[src/rtl/color_ram_ctrl_if.sv]
// rtl/color_ram_ctrl_if.sv - CPU and aux palette-engine request/ack bus into color_ram_ctrl
interface color_ram_ctrl_if;
    logic       cpu_req;
    logic       cpu_we;
    logic [3:0] cpu_addr;
    logic [3:0] cpu_din;
    logic       cpu_ack;
    logic [3:0] cpu_dout;
    logic       aux_req;
    logic [3:0] aux_addr;
    logic [3:0] aux_din;
    logic       aux_ack;

    modport master (
        output cpu_req, cpu_we, cpu_addr, cpu_din,
        output aux_req, aux_addr, aux_din,
        input  cpu_ack, cpu_dout, aux_ack
    );

    modport slave (
        input  cpu_req, cpu_we, cpu_addr, cpu_din,
        input  aux_req, aux_addr, aux_din,
        output cpu_ack, cpu_dout, aux_ack
    );
endinterface

[src/rtl/color_ram_ctrl.sv]
// rtl/color_ram_ctrl.sv - palette RAM port-A clear sequencer and CPU/aux round-robin arbiter
// Post-reset clear is built only when COLOR_RAM_CTRL_INIT_EN is defined.
module color_ram_ctrl #(
    parameter logic [3:0] INIT_VAL = 4'h0
) (
    input  logic            clk_a,
    input  logic            reset,
    color_ram_ctrl_if.slave bus,
    output logic [3:0]      ram_addr_o,
    output logic [3:0]      ram_din_o,
    output logic            ram_we_n_o,
    input  logic [3:0]      ram_dout_i,
    output logic            busy_o
);
    typedef enum logic [2:0] {
        S_INIT,
        S_IDLE,
        S_WRITE,
        S_RADDR,
        S_RDATA,
        S_DONE
    } state_t;

`ifdef COLOR_RAM_CTRL_INIT_EN
    localparam state_t RESET_STATE = S_INIT;
`else
    localparam state_t RESET_STATE = S_IDLE;
`endif

    state_t     state_q, state_d;
    logic [3:0] addr_q, addr_d;     // also the clear counter while in S_INIT
    logic [3:0] din_q, din_d;
    logic [3:0] cpu_dout_q, cpu_dout_d;
    logic       grant_aux_q, grant_aux_d;
    logic       last_aux_q, last_aux_d;
    logic       pick_aux;

    always_ff @(posedge clk_a) begin
        if (reset) begin
            state_q     <= RESET_STATE;
            addr_q      <= 4'h0;
            din_q       <= 4'h0;
            cpu_dout_q  <= 4'h0;
            grant_aux_q <= 1'b0;
            last_aux_q  <= 1'b1;
        end else begin
            state_q     <= state_d;
            addr_q      <= addr_d;
            din_q       <= din_d;
            cpu_dout_q  <= cpu_dout_d;
            grant_aux_q <= grant_aux_d;
            last_aux_q  <= last_aux_d;
        end
    end

    always_comb begin
        state_d     = state_q;
        addr_d      = addr_q;
        din_d       = din_q;
        cpu_dout_d  = cpu_dout_q;
        grant_aux_d = grant_aux_q;
        last_aux_d  = last_aux_q;
        // On a tie the requester that did not win last time gets the port.
        pick_aux    = (bus.cpu_req && bus.aux_req) ? !last_aux_q : bus.aux_req;

        case (state_q)
            S_INIT: begin
                if (addr_q == 4'hF) begin
                    state_d = S_IDLE;
                end else begin
                    addr_d = addr_q + 4'd1;
                end
            end
            S_IDLE: begin
                if (bus.cpu_req || bus.aux_req) begin
                    grant_aux_d = pick_aux;
                    last_aux_d  = pick_aux;
                    if (pick_aux) begin
                        addr_d  = bus.aux_addr;
                        din_d   = bus.aux_din;
                        state_d = S_WRITE;
                    end else begin
                        addr_d  = bus.cpu_addr;
                        din_d   = bus.cpu_din;
                        state_d = bus.cpu_we ? S_WRITE : S_RADDR;
                    end
                end
            end
            S_WRITE: state_d = S_DONE;
            S_RADDR: state_d = S_RDATA;
            S_RDATA: begin
                cpu_dout_d = ram_dout_i;
                state_d    = S_DONE;
            end
            S_DONE:  state_d = S_IDLE;
            default: state_d = RESET_STATE;
        endcase
    end

    assign ram_addr_o   = addr_q;
    assign ram_din_o    = (state_q == S_INIT) ? INIT_VAL : din_q;
    assign ram_we_n_o   = !((state_q == S_INIT) || (state_q == S_WRITE));
    assign bus.cpu_ack  = (state_q == S_DONE) && !grant_aux_q;
    assign bus.aux_ack  = (state_q == S_DONE) && grant_aux_q;
    assign bus.cpu_dout = cpu_dout_q;

`ifdef COLOR_RAM_CTRL_INIT_EN
    assign busy_o = (state_q == S_INIT);
`else
    assign busy_o = 1'b0;
`endif
endmodule
[src/flat_wrapper.sv]
// flat-port wrapper written by rule: the top's interface ports become plain ports
module color_ram_ctrl_flat 
#(
    parameter logic [3:0] INIT_VAL = 4'h0
)
  (clk_a, reset, ram_addr_o, ram_din_o, ram_we_n_o, ram_dout_i, busy_o, bus_cpu_req, bus_cpu_we, bus_cpu_addr, bus_cpu_din, bus_aux_req, bus_aux_addr, bus_aux_din, bus_cpu_ack, bus_cpu_dout, bus_aux_ack);
  color_ram_ctrl_if bus_i ();
  input  logic clk_a;
  input  logic reset;
  output logic [3:0] ram_addr_o;
  output logic [3:0] ram_din_o;
  output logic ram_we_n_o;
  input  logic [3:0] ram_dout_i;
  output logic busy_o;
  input wire logic [$bits(bus_i.cpu_req)-1:0] bus_cpu_req;
  input wire logic [$bits(bus_i.cpu_we)-1:0] bus_cpu_we;
  input wire logic [$bits(bus_i.cpu_addr)-1:0] bus_cpu_addr;
  input wire logic [$bits(bus_i.cpu_din)-1:0] bus_cpu_din;
  input wire logic [$bits(bus_i.aux_req)-1:0] bus_aux_req;
  input wire logic [$bits(bus_i.aux_addr)-1:0] bus_aux_addr;
  input wire logic [$bits(bus_i.aux_din)-1:0] bus_aux_din;
  output wire logic [$bits(bus_i.cpu_ack)-1:0] bus_cpu_ack;
  output wire logic [$bits(bus_i.cpu_dout)-1:0] bus_cpu_dout;
  output wire logic [$bits(bus_i.aux_ack)-1:0] bus_aux_ack;
  assign bus_i.cpu_req = bus_cpu_req;
  assign bus_i.cpu_we = bus_cpu_we;
  assign bus_i.cpu_addr = bus_cpu_addr;
  assign bus_i.cpu_din = bus_cpu_din;
  assign bus_i.aux_req = bus_aux_req;
  assign bus_i.aux_addr = bus_aux_addr;
  assign bus_i.aux_din = bus_aux_din;
  assign bus_cpu_ack = bus_i.cpu_ack;
  assign bus_cpu_dout = bus_i.cpu_dout;
  assign bus_aux_ack = bus_i.aux_ack;
  color_ram_ctrl #(.INIT_VAL(INIT_VAL)) u_core (.clk_a(clk_a), .reset(reset), .bus(bus_i), .ram_addr_o(ram_addr_o), .ram_din_o(ram_din_o), .ram_we_n_o(ram_we_n_o), .ram_dout_i(ram_dout_i), .busy_o(busy_o));
endmodule
[config.mk]
export PLATFORM = sky130hd
export DESIGN_NAME = color_ram_ctrl_flat
export DESIGN_NICKNAME = d
export VERILOG_FILES = /design/src/rtl/color_ram_ctrl_if.sv /design/src/rtl/color_ram_ctrl.sv /design/src/flat_wrapper.sv
export SDC_FILE = /design/constraint.sdc
export NUM_CORES = 1
export LEC_CHECK = 0
export BUFFER_PORTS_ARGS = -buffer_cell sky130_fd_sc_hd__buf_2
export CAP_MARGIN = 15
export CORE_MARGIN = 2
export CORE_UTILIZATION = 45
export DETAILED_ROUTE_END_ITERATION = 6
export GPL_TIMING_DRIVEN = 0
export PLACE_DENSITY = 0.86
export SYNTH_ARGS = -nofsm -noshare
export SYNTH_HDL_FRONTEND = slang
export SYNTH_SLANG_ARGS = --single-unit
[constraint.sdc]
create_clock -name clk_a -period 2.1 [get_ports clk_a]
set_clock_uncertainty 0.1 [all_clocks]
set_input_delay 0.42 -clock clk_a [delete_from_list [all_inputs] [get_ports clk_a]]
set_output_delay 0.42 -clock clk_a [all_outputs]
set_load 0.05 [all_outputs]
==> results of run 1 <==
-- sequential cells by signal (all words and copies together) (netlist names) --
signal,flops
u_core.grant_aux_q,1
u_core.state_q,3
u_core.bus.cpu_dout,4
u_core.last_aux_q,1
u_core.ram_addr_o,4
u_core.din_q,4
-- power groups by stage --
stage          Sequential [uW]  Clock [uW]  Combinational [uW]
2_1_floorplan              470           0                 282
3_3_place_gp               406           0                 436
3_5_place_dp               411           0                 446
4_1_cts                    403         177                 451
5_1_grt                    410         191                 504
6_report                   404         176                 470
-- cells in the mapped netlist, types with 2 or more instances --
master,n,area (um2)
and3_1,2,12.5
clkbuf_1,3,11.3
nand3_1,2,10.0
inv_1,2,7.51
buf_4,2,15.0
a211oi_1,5,37.5
o21ai_0,3,15.0
nor2_1,16,60.1
and2_1,4,25.0
mux2i_1,11,110
nand2_1,4,15.0
dfxtp_1,17,340
o31ai_1,2,15.0
a21oi_1,4,20.0
buf_2,3,15.0
or3_1,2,12.5
-- path summary, 6_finish.rpt --
check / startpoint / end / slack, ns
max: u_core.state_q[0]$_SDFFE_PP1P_ / ram_din_o[1] / 0.05
min: ram_dout_i[1] / u_core.bus.cpu_dout[1]$_SDFFE_PP0N_ / 0.27
max reg2reg: u_core.state_q[1]$_SDFFE_PP0P_ / u_core.grant_aux_q$_SDFFE_PP0P_ / 0.20
min reg2reg: u_core.ram_addr_o[1]$_SDFFE_PP0P_ / u_core.ram_addr_o[1]$_SDFFE_PP0P_ / 0.40
-- worst max-delay path: stages (launching register included) --
cell,delay [ns]
dfxtp_1,0.32
buf_4,0.15
or3_4,0.42
and2_1,0.17
buf_4,0.18
-- routing by layer --
layer	up-vias	share of wire	routed length (um)
met2	49	0.51	1080
met4	0	0.019	39
met1	415	0.40	839
li1	451	-	-
met5	-	0	0
met3	8	0.070	147
-- per-stage QoR --
stage	area (um2)	utilization
after floorplan	891	-
after global placement	1110	0.586
after detailed placement	1110	0.586
after CTS	1150	0.603
after global routing	1170	0.614
final	1170	0.614
-- area by class of cell --
type | count | area (um2)
Clock buffer | 3 | 22.5
Timing Repair Buffer | 38 | 211
Fill cell | 170 | 733
Clock inverter | 1 | 5.00
Sequential cell | 17 | 340
Inverter | 2 | 7.51
Tap cell | 27 | 33.8
Buffer | 8 | 41.3
Multi-Input combinational cell | 75 | 507
-- cells by family after synthesis --
group,count (synthesis),synth area share
buf+inv,10,0.0552
compound gates,23,0.177
mux,12,0.137
other cells,1,0.00424
simple gates,38,0.228
fa+ha+maj,1,0.0141
flops,17,0.385
-- timing repair --
item                                    in CTS  in global routing
hold buffers                                 0                  0
gates resized for setup                      1                 11
endpoints found under the setup margin       4                  4
cloned                                       0                  0
endpoints found under the hold margin        0                  0
==> results.py, run 1 <==
metrics = {
    "final_layout": {
        "num_antenna_cells": 0,
        "syn2layout_area_growth_pct": 32.1,
        "mostFrequentLayoutCells": "37 x buf_2, 17 x dfxtp_1, 16 x nor2_1, 11 x mux2i_1, 5 x a211oi_1",
        "fin_nets": 171,
        "final_common_cell": "buf_2",
        "stdcell_count": 171,
        "drive_above_1_share": 0.361,
    },
    "critical_path": {
        "crit_type": "register to primary output",
        "cp.arrival_ns": 1.53,
        "cp_data_required_time_ns": 1.58,
        "cp-end-kind": "primary output",
        "cp-start-kind": "register",
        "rr_worst_depth": 6,
        "path_max_fanout": 9,
    },
    "hold_path": {
        "hold_path_class": "input pin to register",
        "hold_depth": 3,
    },
    "synth": {
        "syn-instance-count": 102,
        "synth_nets": 128,
        "yosysSeqAreaShare": 0.385,
        "async_flop_share": 0,
        "ys_seq_elements": 17,
        "ys_warn_count": 0,
        "synth_cell_type_count": 36,
        "syn_area_um2": 885,
        "synth.avg_cell_area_um2": 8.67,
        "synth_edf_count": 0,
        "synthFlopType": "dfxtp_1",
    },
    "floorplanning": {
        "fp.dieH_um": 48.3,
        "dieArea_um2": 2340,
        "initial_core_util": 0.465,
        "rows": 16,
        "dieWidth_um": 48.3,
        "core_area_um2": 1900,
        "pin_count": 41,
    },
    "sta": {
        "rsz0062_at_grt": "no",
        "period_needed_ns": 2.05,
        "max_freq_mhz": 488,
        "setup_slack_ns": 0.0507,
        "timing.final.crit_share": 0.976,
        "finalSetupTns_ns": 0,
        "setup_violations": 0,
        "hold_viol_final": 0,
        "slew_violations": 0,
        "holdWs_ns": 0.267,
    },
    "power": {
        "seqPwrFrac": 0.385,
        "pwr_density_cell_nw_per_um2": 898,
        "ir_drop_v": 0.000501,
        "p_sw_frac": 0.420,
        "power_uw": 1050,
        "leakage_uw": 0.000543,
        "p_switching_uw": 441,
        "power_frac_clock": 0.167,
        "intPower_uw": 609,
        "combinationalPowerShare": 0.448,
    },
    "route": {
        "drtPass1Iterations": 4,
        "vias": 923,
        "wire_per_inst_um": 12.3,
        "route.detailed.drc": 0,
        "ant_nets": 0,
        "avgViaCountPerCell": 5.40,
        "drt_iter0_drc": 22,
        "totalWireLength_um": 2100,
    },
    "grt": {
        "grt_first_pass_wirelength_um": 3530,
        "use_met3": 0.0340,
        "grt_busiest_layer": "met2",
        "grt_max_degree": 11,
        "antenna_found_initial": 0,
        "grt_pass1_vias": 848,
        "overflow": 0,
        "grtUsageMet1": 0.225,
        "grt.total_usage": 0.189,
        "met2_usage": 0.326,
    },
    "clock_network": {
        "post_cts_buffers": 0,
        "cts.path.max_buffers": 2,
        "cts.clk_slew.worst_paths_ns": 0.10,
        "cts_buffers": 3,
        "clkLatencyLatePin_ns": 0.29,
        "htreeDepth": 1,
        "cts.sinks": 17,
        "clockRootBuffer": "clkbuf_4",
        "tritoncts": "built",
    },
    "placement": {
        "dp.cells": 167,
        "io_buffers": 38,
        "gp_congestion": 0.894,
        "hpwl_um": 1580,
        "place_ws_ns": 0.252,
    },
    "run": {
        "cap_violations": 0,
    },
    "status": {
        "status": "completed",
    },
}
(Power assumes the default switching activity.)
==> inputs of run 2 (changes only) <==
- GPL_TIMING_DRIVEN: 0 -> unset
- SLEW_MARGIN: unset -> 20
==> run 2 against run 1 <==
Against the previous run: first-iteration DRC count decreased by 32%; critical endpoint is now ram_din_o[2]; routed wire length decreased by 5.4%; setup slack improved by 0.033 ns; sequential power increased by 3%; register-to-register slack improved by 0.02 ns; die area unchanged; final cell count decreased by 1.8%; global-route usage decreased by 1.7 points.
==> results.py, run 2 (synthesis gave the netlist of run 1 again) <==
metrics = {
    "status": {
        "status": "completed",
    },
    "run": {
        "cap_violations": 0,
    },
    "route": {
        "totalWireLength_um": 1990,
        "route.detailed.drc": 0,
        "ant_nets": 0,
        "vias": 870,
        "drtPass1Iterations": 4,
        "drt_iter0_drc": 15,
        "wire_per_inst_um": 11.9,
        "avgViaCountPerCell": 5.18,
    },
    "placement": {
        "hpwl_um": 1470,
        "io_buffers": 39,
        "gp_congestion": 0.905,
    },
    "critical_path": {
        "crit_type": "register to primary output",
        "cp_num_buf_inv": 1,
        "cp_slowest_cell": "or3_4",
        "cp_data_required_time_ns": 1.58,
        "cp_top_family": "simple AND/OR/NAND/NOR gates",
        "cp.arrival_ns": 1.50,
        "crit_chain": "or3_4 > and2_1 > buf_2",
        "cp-end-kind": "primary output",
        "cp-start-kind": "register",
        "path_max_fanout": 9,
        "max_stage_delay_ns": 0.45,
    },
    "final_layout": {
        "syn2layout_area_growth_pct": 28.9,
        "ff_latch_area_um2": 340,
        "fin_nets": 168,
        "final_common_cell": "buf_2",
        "num_antenna_cells": 0,
        "drive_above_1_share": 0.362,
        "multi_input_area_um2": 507,
        "fillers": 178,
        "mostFrequentLayoutCells": "39 x buf_2, 17 x dfxtp_1, 16 x nor2_1, 11 x mux2i_1, 5 x a211oi_1",
    },
    "sta": {
        "finalSetupTns_ns": 0,
        "timing.final.crit_share": 0.960,
        "holdWs_ns": 0.277,
        "max_freq_mhz": 496,
        "period_needed_ns": 2.02,
        "rsz0062_at_grt": "no",
        "slew_violations": 0,
        "setup_violations": 0,
        "hold_viol_final": 0,
    },
    "grt": {
        "grt_max_degree": 17,
        "antenna_found_initial": 0,
        "grt_first_pass_wirelength_um": 3200,
        "grt.total_usage": 0.172,
        "overflow": 0,
        "grt_pass1_vias": 782,
    },
    "clock_network": {
        "clkLatencyLatePin_ns": 0.29,
        "tritoncts": "built",
        "cts.sinks": 17,
        "cts_buffers": 3,
        "cts.path.max_buffers": 2,
        "cts.clk_slew.worst_paths_ns": 0.08,
        "htreeDepth": 1,
        "hold_buffers": 0,
        "clockRootBuffer": "clkbuf_4",
    },
    "floorplanning": {
        "rows": 16,
        "pin_count": 41,
        "initial_core_util": 0.465,
        "dieWidth_um": 48.3,
        "fp.dieH_um": 48.3,
        "dieArea_um2": 2340,
        "core_area_um2": 1900,
    },
    "hold_path": {
        "hold_path_class": "input pin to register",
    },
    "power": {
        "leakage_uw": 0.000534,
        "pwr_density_cell_nw_per_um2": 901,
        "ir_drop_v": 0.000418,
    },
}
==> run 2: report_power, final <==
part           switching, uW  leakage (uW)  internal, uW
logic                    284      0.000379           156
clock network           97.8     0.0000150          73.8
registers               46.6      0.000140           369
total                    428      0.000534           599
==> run 2: path summary, 6_finish.rpt <==
kind	start	end	slack [ns]	cells past startpoint
setup / recovery	u_core.state_q[0]$_SDFFE_PP1P_	ram_din_o[2]	0.08	3
hold / removal	ram_dout_i[0]	u_core.bus.cpu_dout[0]$_SDFFE_PP0N_	0.28	3
setup reg to reg	u_core.state_q[0]$_SDFFE_PP1P_	u_core.ram_addr_o[0]$_SDFFE_PP0P_	0.22	4
hold reg to reg	u_core.din_q[0]$_SDFFE_PP0P_	u_core.din_q[0]$_SDFFE_PP0P_	0.40	2
==> run 2: tightest hold or removal path, stage by stage <==
cell     delay [ns]
buf_2          0.07
mux2i_1        0.06
nor2_1         0.08
==> run 2: final cells by class <==
cell class,count,share of cell area
multi-input cells,75,0.445
clock buffers,4,0.0231
well taps,27,0.0296
repair buffers,43,0.198
flip-flops and latches,17,0.299
inverters,2,0.00659
==> run 2: through the flow <==
| stage | std cells | worst slack, ns | util | instance area [um2] | power [uW] |
|---|---|---|---|---|---|
| after floorplan | 102 | 0.137 | - | 891 | 752 |
| after global placement | 164 | 0.328 | 0.583 | 1110 | 844 |
| after detailed placement | 164 | 0.252 | 0.583 | 1110 | 855 |
| after CTS | 168 | 0.0140 | 0.597 | 1130 | 1030 |
| after global routing | 168 | 0.0103 | 0.599 | 1140 | 1090 |
| final | 168 | 0.0836 | 0.599 | 1140 | 1030 |
==> run 2: per-layer routing <==
layer | vias up | track usage | routed length [um]
met5 | - | 0 | 0
met4 | 0 | 0.0857 | 30
met3 | 5 | 0.0216 | 111
met2 | 30 | 0.306 | 993
met1 | 392 | 0.203 | 856
li1 | 443 | - | -
==> run 2: repair_timing <==
item / 4_1_cts / 5_1_grt
endpoints found under the setup margin: 0 / 4
gates resized for setup: 0 / 1
setup buffers: 0 / 0
hold endpoints to repair: 0 / 0
